<file path="src/rtl/if_fetch_ctrl_if.sv">
// if_fetch_ctrl_if: bundle of the IF-stage control, redirect, instruction
// memory and IF/ID output signals used by if_fetch_ctrl.
// Optional feature macro: STEP_MODE_EN (adds the single-step strobe i_step).
// master modport: the fetch controller itself.
// slave modport : the surrounding pipeline / memory / debug environment.

interface if_fetch_ctrl_if;
    logic        i_enable;
    logic        i_stall;
    logic        i_branch_taken;
    logic [31:0] i_branch_target;
    logic        i_jump;
    logic [31:0] i_jump_target;
    logic [31:0] i_imem_instr;
`ifdef STEP_MODE_EN
    logic        i_step;
`endif
    logic [31:0] o_imem_addr;
    logic [31:0] o_pc;
    logic [31:0] o_pc_plus4;
    logic [31:0] o_instr;
    logic        o_valid;
    logic        o_halted;

`ifdef STEP_MODE_EN
    modport master (
        input  i_enable, i_stall, i_branch_taken, i_branch_target,
               i_jump, i_jump_target, i_imem_instr, i_step,
        output o_imem_addr, o_pc, o_pc_plus4, o_instr, o_valid, o_halted
    );
    modport slave (
        output i_enable, i_stall, i_branch_taken, i_branch_target,
               i_jump, i_jump_target, i_imem_instr, i_step,
        input  o_imem_addr, o_pc, o_pc_plus4, o_instr, o_valid, o_halted
    );
`else
    modport master (
        input  i_enable, i_stall, i_branch_taken, i_branch_target,
               i_jump, i_jump_target, i_imem_instr,
        output o_imem_addr, o_pc, o_pc_plus4, o_instr, o_valid, o_halted
    );
    modport slave (
        output i_enable, i_stall, i_branch_taken, i_branch_target,
               i_jump, i_jump_target, i_imem_instr,
        input  o_imem_addr, o_pc, o_pc_plus4, o_instr, o_valid, o_halted
    );
`endif
endinterface

</file>
<file path="src/rtl/if_fetch_ctrl.sv">
// if_fetch_ctrl: IF-stage fetch controller. Owns the PC, addresses the
// instruction memory, fills the IF/ID latch, applies stalls and redirects,
// and drains the pipeline after a HALT word before freezing.
// Optional feature macro: STEP_MODE_EN (debug single-step: fetch advances
// and the drain counter decrements only on i_step pulses).

module if_fetch_ctrl #(
    parameter logic [31:0] RESET_PC   = 32'h0000_0000,
    parameter logic [31:0] HALT_INSTR = 32'hFFFF_FFFF,
    parameter int unsigned DRAIN_CYC  = 4
) (
    input  logic              clk,
    input  logic              reset,
    if_fetch_ctrl_if.master   bus
);

    // FSM encoding kept as plain constants for compatibility with older tools.
    localparam logic [1:0] ST_FETCH  = 2'b00;
    localparam logic [1:0] ST_DRAIN  = 2'b01;
    localparam logic [1:0] ST_HALTED = 2'b10;

    localparam logic [3:0] DRAIN_LOAD = 4'(DRAIN_CYC);

    // Redirect targets are word aligned: low two bits are dropped.
    function automatic logic [31:0] align_word(input logic [31:0] addr);
        return addr & 32'hFFFF_FFFC;
    endfunction

    // Sequential PC increment; wraps naturally modulo 2^32.
    function automatic logic [31:0] pc_incr(input logic [31:0] addr);
        return addr + 32'd4;
    endfunction

    logic [31:0] pc_r;
    logic [31:0] ifid_pc_r;
    logic [31:0] ifid_pc4_r;
    logic [31:0] ifid_instr_r;
    logic        ifid_valid_r;
    logic        halted_r;
    logic [1:0]  state_r;
    logic [3:0]  cnt_r;

    logic [31:0] pc_n_s;
    logic [31:0] ifid_pc_n_s;
    logic [31:0] ifid_pc4_n_s;
    logic [31:0] ifid_instr_n_s;
    logic        ifid_valid_n_s;
    logic        halted_n_s;
    logic [1:0]  state_n_s;
    logic [3:0]  cnt_n_s;
    logic        step_ok_s;
    logic        adv_s;
    logic [31:0] pc_plus4_s;

`ifdef STEP_MODE_EN
    assign step_ok_s = bus.i_step;
`else
    assign step_ok_s = 1'b1;
`endif

    assign pc_plus4_s = pc_incr(pc_r);
    assign adv_s      = bus.i_enable & ~bus.i_stall & step_ok_s & (state_r == ST_FETCH);

    // Next-state logic for PC, IF/ID latch, FSM state and drain counter.
    always_comb begin
        pc_n_s         = pc_r;
        ifid_pc_n_s    = ifid_pc_r;
        ifid_pc4_n_s   = ifid_pc4_r;
        ifid_instr_n_s = ifid_instr_r;
        ifid_valid_n_s = ifid_valid_r;
        halted_n_s     = halted_r;
        state_n_s      = state_r;
        cnt_n_s        = cnt_r;

        if (bus.i_enable) begin
            case (state_r)
                ST_FETCH: begin
                    if (bus.i_branch_taken) begin
                        // Branch wins over jump and over a hazard stall.
                        pc_n_s         = align_word(bus.i_branch_target);
                        ifid_instr_n_s = 32'h0000_0000;
                        ifid_valid_n_s = 1'b0;
                    end else if (bus.i_jump) begin
                        pc_n_s         = align_word(bus.i_jump_target);
                        ifid_instr_n_s = 32'h0000_0000;
                        ifid_valid_n_s = 1'b0;
                    end else if (adv_s) begin
                        pc_n_s         = pc_plus4_s;
                        ifid_pc_n_s    = pc_r;
                        ifid_pc4_n_s   = pc_plus4_s;
                        ifid_instr_n_s = bus.i_imem_instr;
                        ifid_valid_n_s = 1'b1;
                        if (bus.i_imem_instr == HALT_INSTR) begin
                            // HALT itself is passed on as a valid instruction.
                            state_n_s = ST_DRAIN;
                            cnt_n_s   = DRAIN_LOAD;
                        end else begin
                            state_n_s = ST_FETCH;
                        end
                    end else begin
                        // Stalled (or waiting for a step pulse): hold everything.
                        pc_n_s = pc_r;
                    end
                end

                ST_DRAIN: begin
                    if (bus.i_branch_taken) begin
                        // HALT was fetched on a wrong path: resume at the target.
                        pc_n_s         = align_word(bus.i_branch_target);
                        ifid_instr_n_s = 32'h0000_0000;
                        ifid_valid_n_s = 1'b0;
                        state_n_s      = ST_FETCH;
                        cnt_n_s        = 4'd0;
                    end else if (step_ok_s) begin
                        // Jumps and stalls do not affect the drain sequence.
                        ifid_instr_n_s = 32'h0000_0000;
                        ifid_valid_n_s = 1'b0;
                        if (cnt_r <= 4'd1) begin
                            state_n_s  = ST_HALTED;
                            cnt_n_s    = 4'd0;
                            halted_n_s = 1'b1;
                        end else begin
                            cnt_n_s = cnt_r - 4'd1;
                        end
                    end else begin
                        cnt_n_s = cnt_r;
                    end
                end

                ST_HALTED: begin
                    // Frozen until reset; redirects are ignored.
                    halted_n_s = 1'b1;
                end

                default: begin
                    // Unreachable encoding: recover to a clean fetch state.
                    state_n_s      = ST_FETCH;
                    cnt_n_s        = 4'd0;
                    ifid_instr_n_s = 32'h0000_0000;
                    ifid_valid_n_s = 1'b0;
                    halted_n_s     = 1'b0;
                end
            endcase
        end else begin
            // Global enable low: all state holds, redirects included.
            state_n_s = state_r;
        end
    end

    // State registers with asynchronous active-high reset.
    always_ff @(posedge clk or posedge reset) begin
        if (reset) begin
            pc_r         <= RESET_PC;
            ifid_pc_r    <= 32'h0000_0000;
            ifid_pc4_r   <= 32'h0000_0000;
            ifid_instr_r <= 32'h0000_0000;
            ifid_valid_r <= 1'b0;
            halted_r     <= 1'b0;
            state_r      <= ST_FETCH;
            cnt_r        <= 4'd0;
        end else begin
            pc_r         <= pc_n_s;
            ifid_pc_r    <= ifid_pc_n_s;
            ifid_pc4_r   <= ifid_pc4_n_s;
            ifid_instr_r <= ifid_instr_n_s;
            ifid_valid_r <= ifid_valid_n_s;
            halted_r     <= halted_n_s;
            state_r      <= state_n_s;
            cnt_r        <= cnt_n_s;
        end
    end

    assign bus.o_imem_addr = pc_r;
    assign bus.o_pc        = ifid_pc_r;
    assign bus.o_pc_plus4  = ifid_pc4_r;
    assign bus.o_instr     = ifid_instr_r;
    assign bus.o_valid     = ifid_valid_r;
    assign bus.o_halted    = halted_r;

endmodule

</file>
<file path="src/flat_wrapper.sv">
// flat-port wrapper written by rule: the top's interface ports become plain ports
module if_fetch_ctrl_flat 
#(
    parameter logic [31:0] RESET_PC   = 32'h0000_0000,
    parameter logic [31:0] HALT_INSTR = 32'hFFFF_FFFF,
    parameter int unsigned DRAIN_CYC  = 4
)
  (clk, reset, bus_i_enable, bus_i_stall, bus_i_branch_taken, bus_i_branch_target, bus_i_jump, bus_i_jump_target, bus_i_imem_instr, bus_o_imem_addr, bus_o_pc, bus_o_pc_plus4, bus_o_instr, bus_o_valid, bus_o_halted);
  if_fetch_ctrl_if bus_i ();
  input  logic clk;
  input  logic reset;
  input wire logic [$bits(bus_i.i_enable)-1:0] bus_i_enable;
  input wire logic [$bits(bus_i.i_stall)-1:0] bus_i_stall;
  input wire logic [$bits(bus_i.i_branch_taken)-1:0] bus_i_branch_taken;
  input wire logic [$bits(bus_i.i_branch_target)-1:0] bus_i_branch_target;
  input wire logic [$bits(bus_i.i_jump)-1:0] bus_i_jump;
  input wire logic [$bits(bus_i.i_jump_target)-1:0] bus_i_jump_target;
  input wire logic [$bits(bus_i.i_imem_instr)-1:0] bus_i_imem_instr;
  output wire logic [$bits(bus_i.o_imem_addr)-1:0] bus_o_imem_addr;
  output wire logic [$bits(bus_i.o_pc)-1:0] bus_o_pc;
  output wire logic [$bits(bus_i.o_pc_plus4)-1:0] bus_o_pc_plus4;
  output wire logic [$bits(bus_i.o_instr)-1:0] bus_o_instr;
  output wire logic [$bits(bus_i.o_valid)-1:0] bus_o_valid;
  output wire logic [$bits(bus_i.o_halted)-1:0] bus_o_halted;
  assign bus_i.i_enable = bus_i_enable;
  assign bus_i.i_stall = bus_i_stall;
  assign bus_i.i_branch_taken = bus_i_branch_taken;
  assign bus_i.i_branch_target = bus_i_branch_target;
  assign bus_i.i_jump = bus_i_jump;
  assign bus_i.i_jump_target = bus_i_jump_target;
  assign bus_i.i_imem_instr = bus_i_imem_instr;
  assign bus_o_imem_addr = bus_i.o_imem_addr;
  assign bus_o_pc = bus_i.o_pc;
  assign bus_o_pc_plus4 = bus_i.o_pc_plus4;
  assign bus_o_instr = bus_i.o_instr;
  assign bus_o_valid = bus_i.o_valid;
  assign bus_o_halted = bus_i.o_halted;
  if_fetch_ctrl #(.RESET_PC(RESET_PC), .HALT_INSTR(HALT_INSTR), .DRAIN_CYC(DRAIN_CYC)) u_core (.clk(clk), .reset(reset), .bus(bus_i));
endmodule
</file>
<file path="config.mk">
export PLATFORM = sky130hd
export DESIGN_NAME = if_fetch_ctrl_flat
export DESIGN_NICKNAME = d
export VERILOG_FILES = /design/src/rtl/if_fetch_ctrl_if.sv /design/src/rtl/if_fetch_ctrl.sv /design/src/flat_wrapper.sv
export SDC_FILE = /design/constraint.sdc
export NUM_CORES = 1
export LEC_CHECK = 0
export CORE_MARGIN = 1.5
export CORE_UTILIZATION = 45
export DETAILED_ROUTE_END_ITERATION = 16
export GPL_TIMING_DRIVEN = 0
export PLACE_DENSITY = 0.82
export SYNTH_ARGS = -nofsm -noshare
export SYNTH_HDL_FRONTEND = slang
export SYNTH_SLANG_ARGS = --single-unit
</file>
<file path="constraint.sdc">
create_clock -name clk -period 15.7 [get_ports clk]
set_input_delay 4.71 -clock clk [delete_from_list [all_inputs] [get_ports clk]]
set_output_delay 4.71 -clock clk [all_outputs]
set_load 0.03 [all_outputs]
</file>
==> insert_results.sql, run 1 <==
INSERT INTO impl_metrics (metric_group, metric, value, unit) VALUES
('status', 'run_status', 'finished, final reports clean', ''),
('pwr', 'powerDensity', '188.9', 'nW/µm²'),
('critical_path', 'r2r_slack', '12.64', 'ns'),
('synth', 'post_synth_instance_area', '6340', 'µm²'),
('pwr', 'vdd_drop_max', '0.1032', 'mV'),
('floorplanning', 'placeableCoreArea', '13830', 'µm²'),
('clock_network', 'cts.hold.buffers_added', '0', ''),
('critical_path', 'critPathCaptureType', 'flip-flop', ''),
('drt', 'drt_first_pass_iters', '5', ''),
('clock_network', 'cts_tree', 'yes', ''),
('synth', 'yosysMostFrequentCell', 'dfrtp_1', ''),
('critical_path', 'timing.critical_path.required', '16.02', 'ns'),
('drt', 'detail_route.wirelength', '20280', 'µm'),
('timing', 'rsz0062_at_grt', 'no', ''),
('clock_network', 'skew_pair_late_insertion_delay', '0.42', 'ns'),
('clock_network', 'postCtsSetupBuffers', '0', ''),
('critical_path', 'launch_point_of_the_worst_reg_to_reg_path', 'u_core.state_r[1]', ''),
('synth', 'synthesis.instances', '615', ''),
('placement', 'place.port_buffers', '219', ''),
('global_route', 'grt_max_degree', '73', ''),
('worst_hold_path', 'hold_path_startpoint', 'u_core.bus.o_pc_plus4[11]', ''),
('global_route', 'antenna_found_initial', '0', ''),
('drt', 'detailroute.via_count', '5994', ''),
('clock_network', 'post_cts_sizing_count', '0', ''),
('pwr', 'sequentialPowerShare', '0.326', ''),
('timing', 'setup-violations-final', '0', ''),
('synth', 'synth_top_flop_cell', 'dfrtp_1', ''),
('global_route', 'grt_first_pass_wirelength', '30990', 'µm'),
('finish', 'nNetsFinal', '967', ''),
('synth', 'yosysWarnings', '0', ''),
('drt', 'route.antenna.remaining_nets', '0', ''),
('pwr', 'sw_frac_of_total', '0.4012', ''),
('clock_network', 'numClockSinks', '130', ''),
('critical_path', 'critPathLaunchType', 'input pin', ''),
('placement', 'place.detailed.hpwl', '14870', 'µm'),
('clock_network', 'cts_max_level', '4', ''),
('finish', 'post_synthesis_to_final_layout_area_growth', '48.43', '%'),
('finish', 'final_standard_cell_count_with_taps_included_and_fillers_excluded', '1052', ''),
('floorplanning', 'num_io_pins', '232', ''),
('floorplanning', 'area_of_the_die', '14810', 'µm²'),
('synth', 'synth-edff-count', '0', ''),
('drt', 'drcViolationCount', '0', ''),
('critical_path', 'path_class', 'in2reg', ''),
('clock_network', 'cts-buffers-inserted', '17', ''),
('floorplanning', 'rows', '43', ''),
('critical_path', 'highest_net_fanout_along_the_worst_path', '10', ''),
('synth', 'synth.top_cell.area_share', '0.5131', ''),
('placement', 'place.detailed.instances', '1020', ''),
('floorplanning', 'start_util', '0.4585', ''),
('timing', 'worst-slew-pin-transition', '1.128', 'ns'),
('pwr', 'power.switching', '713.3', 'µW'),
('pwr', 'share_comb_of_total_power', '0.446', ''),
('finish', 'diodes', '0', ''),
('global_route', 'grt_pass1_vias', '5767', ''),
('synth', 'synthTopCellsByCount', '130 x dfrtp_1, 71 x nand2_1, 56 x o21ai_0, 36 x a22o_1, 33 x clkbuf_1', ''),
('timing', 'timing.slew.headroom', '0.2384', ''),
('floorplanning', 'floorplan.die.width', '121.7', 'µm'),
('worst_hold_path', 'hold_class', 'reg2reg', ''),
('drt', 'avgRoutedWirePerCell', '19.28', 'µm'),
('drt', 'drt-vias-per-instance', '5.698', ''),
('floorplanning', 'die_height', '121.7', 'µm'),
('clock_network', 'clk_root_buffer_cell', 'clkbuf_16', ''),
('clock_network', 'cts-root-to-sink-buffers', '2', ''),
('synth', 'synth-seq-area-share', '0.5131', ''),
('drt', 'iteration_0_drc_count_of_the_detailed_router', '429', ''),
('timing', 'fmaxAchievable', '140.4', 'MHz'),
('placement', 'placement.cell_area', '8808', 'µm²'),
('critical_path', 'ff2ff_path_depth', '8', ''),
('synth', 'syn_area_per_cell', '10.31', 'µm²'),
('synth', 'synth_top_cells_by_area', 'dfrtp_1 51%, mux2_2 5.2%, a22o_1 5.0%', ''),
('synth', 'netlist-cell-type-count', '52', '');
==> placed cells by master, fill, tap and decap left out, drive strengths merged, types with 3 or more instances in the layout <==
cell | netlist | routed
o2bb2ai | 7 | 7
xnor2 | 21 | 21
conb | 1 | 6
o211ai | 5 | 5
buf | 16 | 17
a21o | 4 | 4
nand3 | 19 | 19
dfrtp | 130 | 130
inv | 11 | 11
or4 | 4 | 4
bufinv | 0 | 3
o22ai | 3 | 3
o2111a | 5 | 5
o21ai | 56 | 56
a22o | 36 | 36
nor4 | 9 | 9
o41ai | 5 | 5
o31ai | 3 | 3
and3 | 15 | 15
ha | 6 | 6
nor3 | 5 | 5
nand4 | 13 | 13
clkdlybuf4s50 | 0 | 219
a31oi | 3 | 3
o221ai | 6 | 6
clkbuf | 33 | 61
xor2 | 7 | 7
nand2 | 71 | 71
mux2 | 29 | 29
nor2 | 32 | 32
a21oi | 30 | 30
a221oi | 5 | 5
or3 | 5 | 5
==> state kept, by name (all words and copies together), names as in the netlist <==
signal	flops
u_core.bus.o_imem_addr	30
u_core.bus.o_pc	30
u_core.cnt_r	4
u_core.state_r	2
u_core.bus.o_pc_plus4	30
u_core.bus.o_halted	1
u_core.bus.o_instr	32
u_core.bus.o_valid	1
==> cell type report <==
| class | instances | area (µm²) | share of cell area |
|---|---|---|---|
| flip-flops and latches | 130 | 3253 | 0.3457 |
| multi-input cells | 429 | 2814 | 0.2990 |
| repair buffers | 220 | 2220 | 0.2359 |
| clock buffers | 28 | 506.7 | 0.05385 |
| plain buffers | 49 | 246.5 | 0.02619 |
| well taps | 180 | 225.2 | 0.02393 |
| clock inverters | 4 | 95.09 | 0.01011 |
| inverters | 12 | 50.05 | 0.005318 |
==> logic make-up (layout without fill, tap and decap cells) <==
logic type      Yosys count  after routing  share of synthesized area
fa+ha+maj                 6              6                    0.01184
flops                   130            130                     0.5131
xor+xnor                 28             28                    0.03868
mux                      30             30                    0.05309
compound gates          179            179                     0.1989
buf+inv                  61            313                    0.04598
simple gates            180            180                     0.1378
other cells               1              6                  0.0005915
==> layer usage <==
layer  share of wire  up-vias  wire length [µm]  GRT usage
li1                -     2734                 -          -
met1            0.40     2901              8024     0.3376
met2            0.48      309              9743     0.4523
met3           0.093       50              1884    0.08708
met4           0.031        0               626     0.1250
met5               0        -                 0          0
==> worst max-delay path by stage <==
stage / end / slack [ns] / cells past startpoint
floorplan: u_core.bus.o_halted / 7.52 / 1
global placement: u_core.bus.o_pc[21] / 5.69 / 2
detailed placement: u_core.bus.o_pc[15] / 8.25 / 7
CTS: u_core.bus.o_pc[15] / 8.68 / 7
global route: u_core.bus.o_imem_addr[14] / 8.51 / 7
finish: u_core.bus.o_imem_addr[10] / 8.58 / 7
==> through the flow <==
stage / util / hold WS [ns] / power (mW) / setup slack, ns
floorplan: - / 0.4719 / 1.015 / 7.521
global placement: 0.6347 / 0.4596 / 1.358 / 5.686
detailed placement: 0.6370 / 0.4700 / 1.375 / 8.249
CTS: 0.6806 / 0.4814 / 1.783 / 8.681
global route: 0.6806 / 0.5088 / 1.860 / 8.514
finish: 0.6806 / 0.4826 / 1.778 / 8.578
==> power groups by stage <==
stage / registers, mW / logic, mW / clock network [mW]
3_5_place_dp: 0.582 / 0.792 / 0
4_1_cts: 0.579 / 0.797 / 0.408
2_1_floorplan: 0.796 / 0.219 / 0
3_3_place_gp: 0.577 / 0.781 / 0
6_report: 0.580 / 0.794 / 0.404
5_1_grt: 0.596 / 0.839 / 0.424
==> worst max-delay path, stage by stage <==
cell and delay, ns:
clkdlybuf4s50_1 0.44, clkbuf_1 0.22, nor2_1 0.53, clkbuf_1 0.42, clkbuf_1 0.50, nand3_1 0.34, o221ai_1 0.27
(Power assumes the default switching activity.)
==> run 2, diff against run 1 <==
==> constraint.sdc (replaced) <==
create_clock -name clk -period 7.2 [get_ports clk]
set_input_delay 2.16 -clock clk [delete_from_list [all_inputs] [get_ports clk]]
set_output_delay 2.16 -clock clk [all_outputs]
set_load 0.03 [all_outputs]
==> results of run 2 <==
Same layout as run 1 (identical final DEF). Status: finished, final reports clean.
Main changes from that run: setup slack after placement 8.249 ns -> 2.299 ns; setup slack after layout 8.578 ns -> 2.628 ns; register-to-register setup slack 12.64 ns -> 4.14 ns; total power 1.778 mW -> 3.877 mW; worst IR drop on VDD 0.1032 mV -> 0.2251 mV
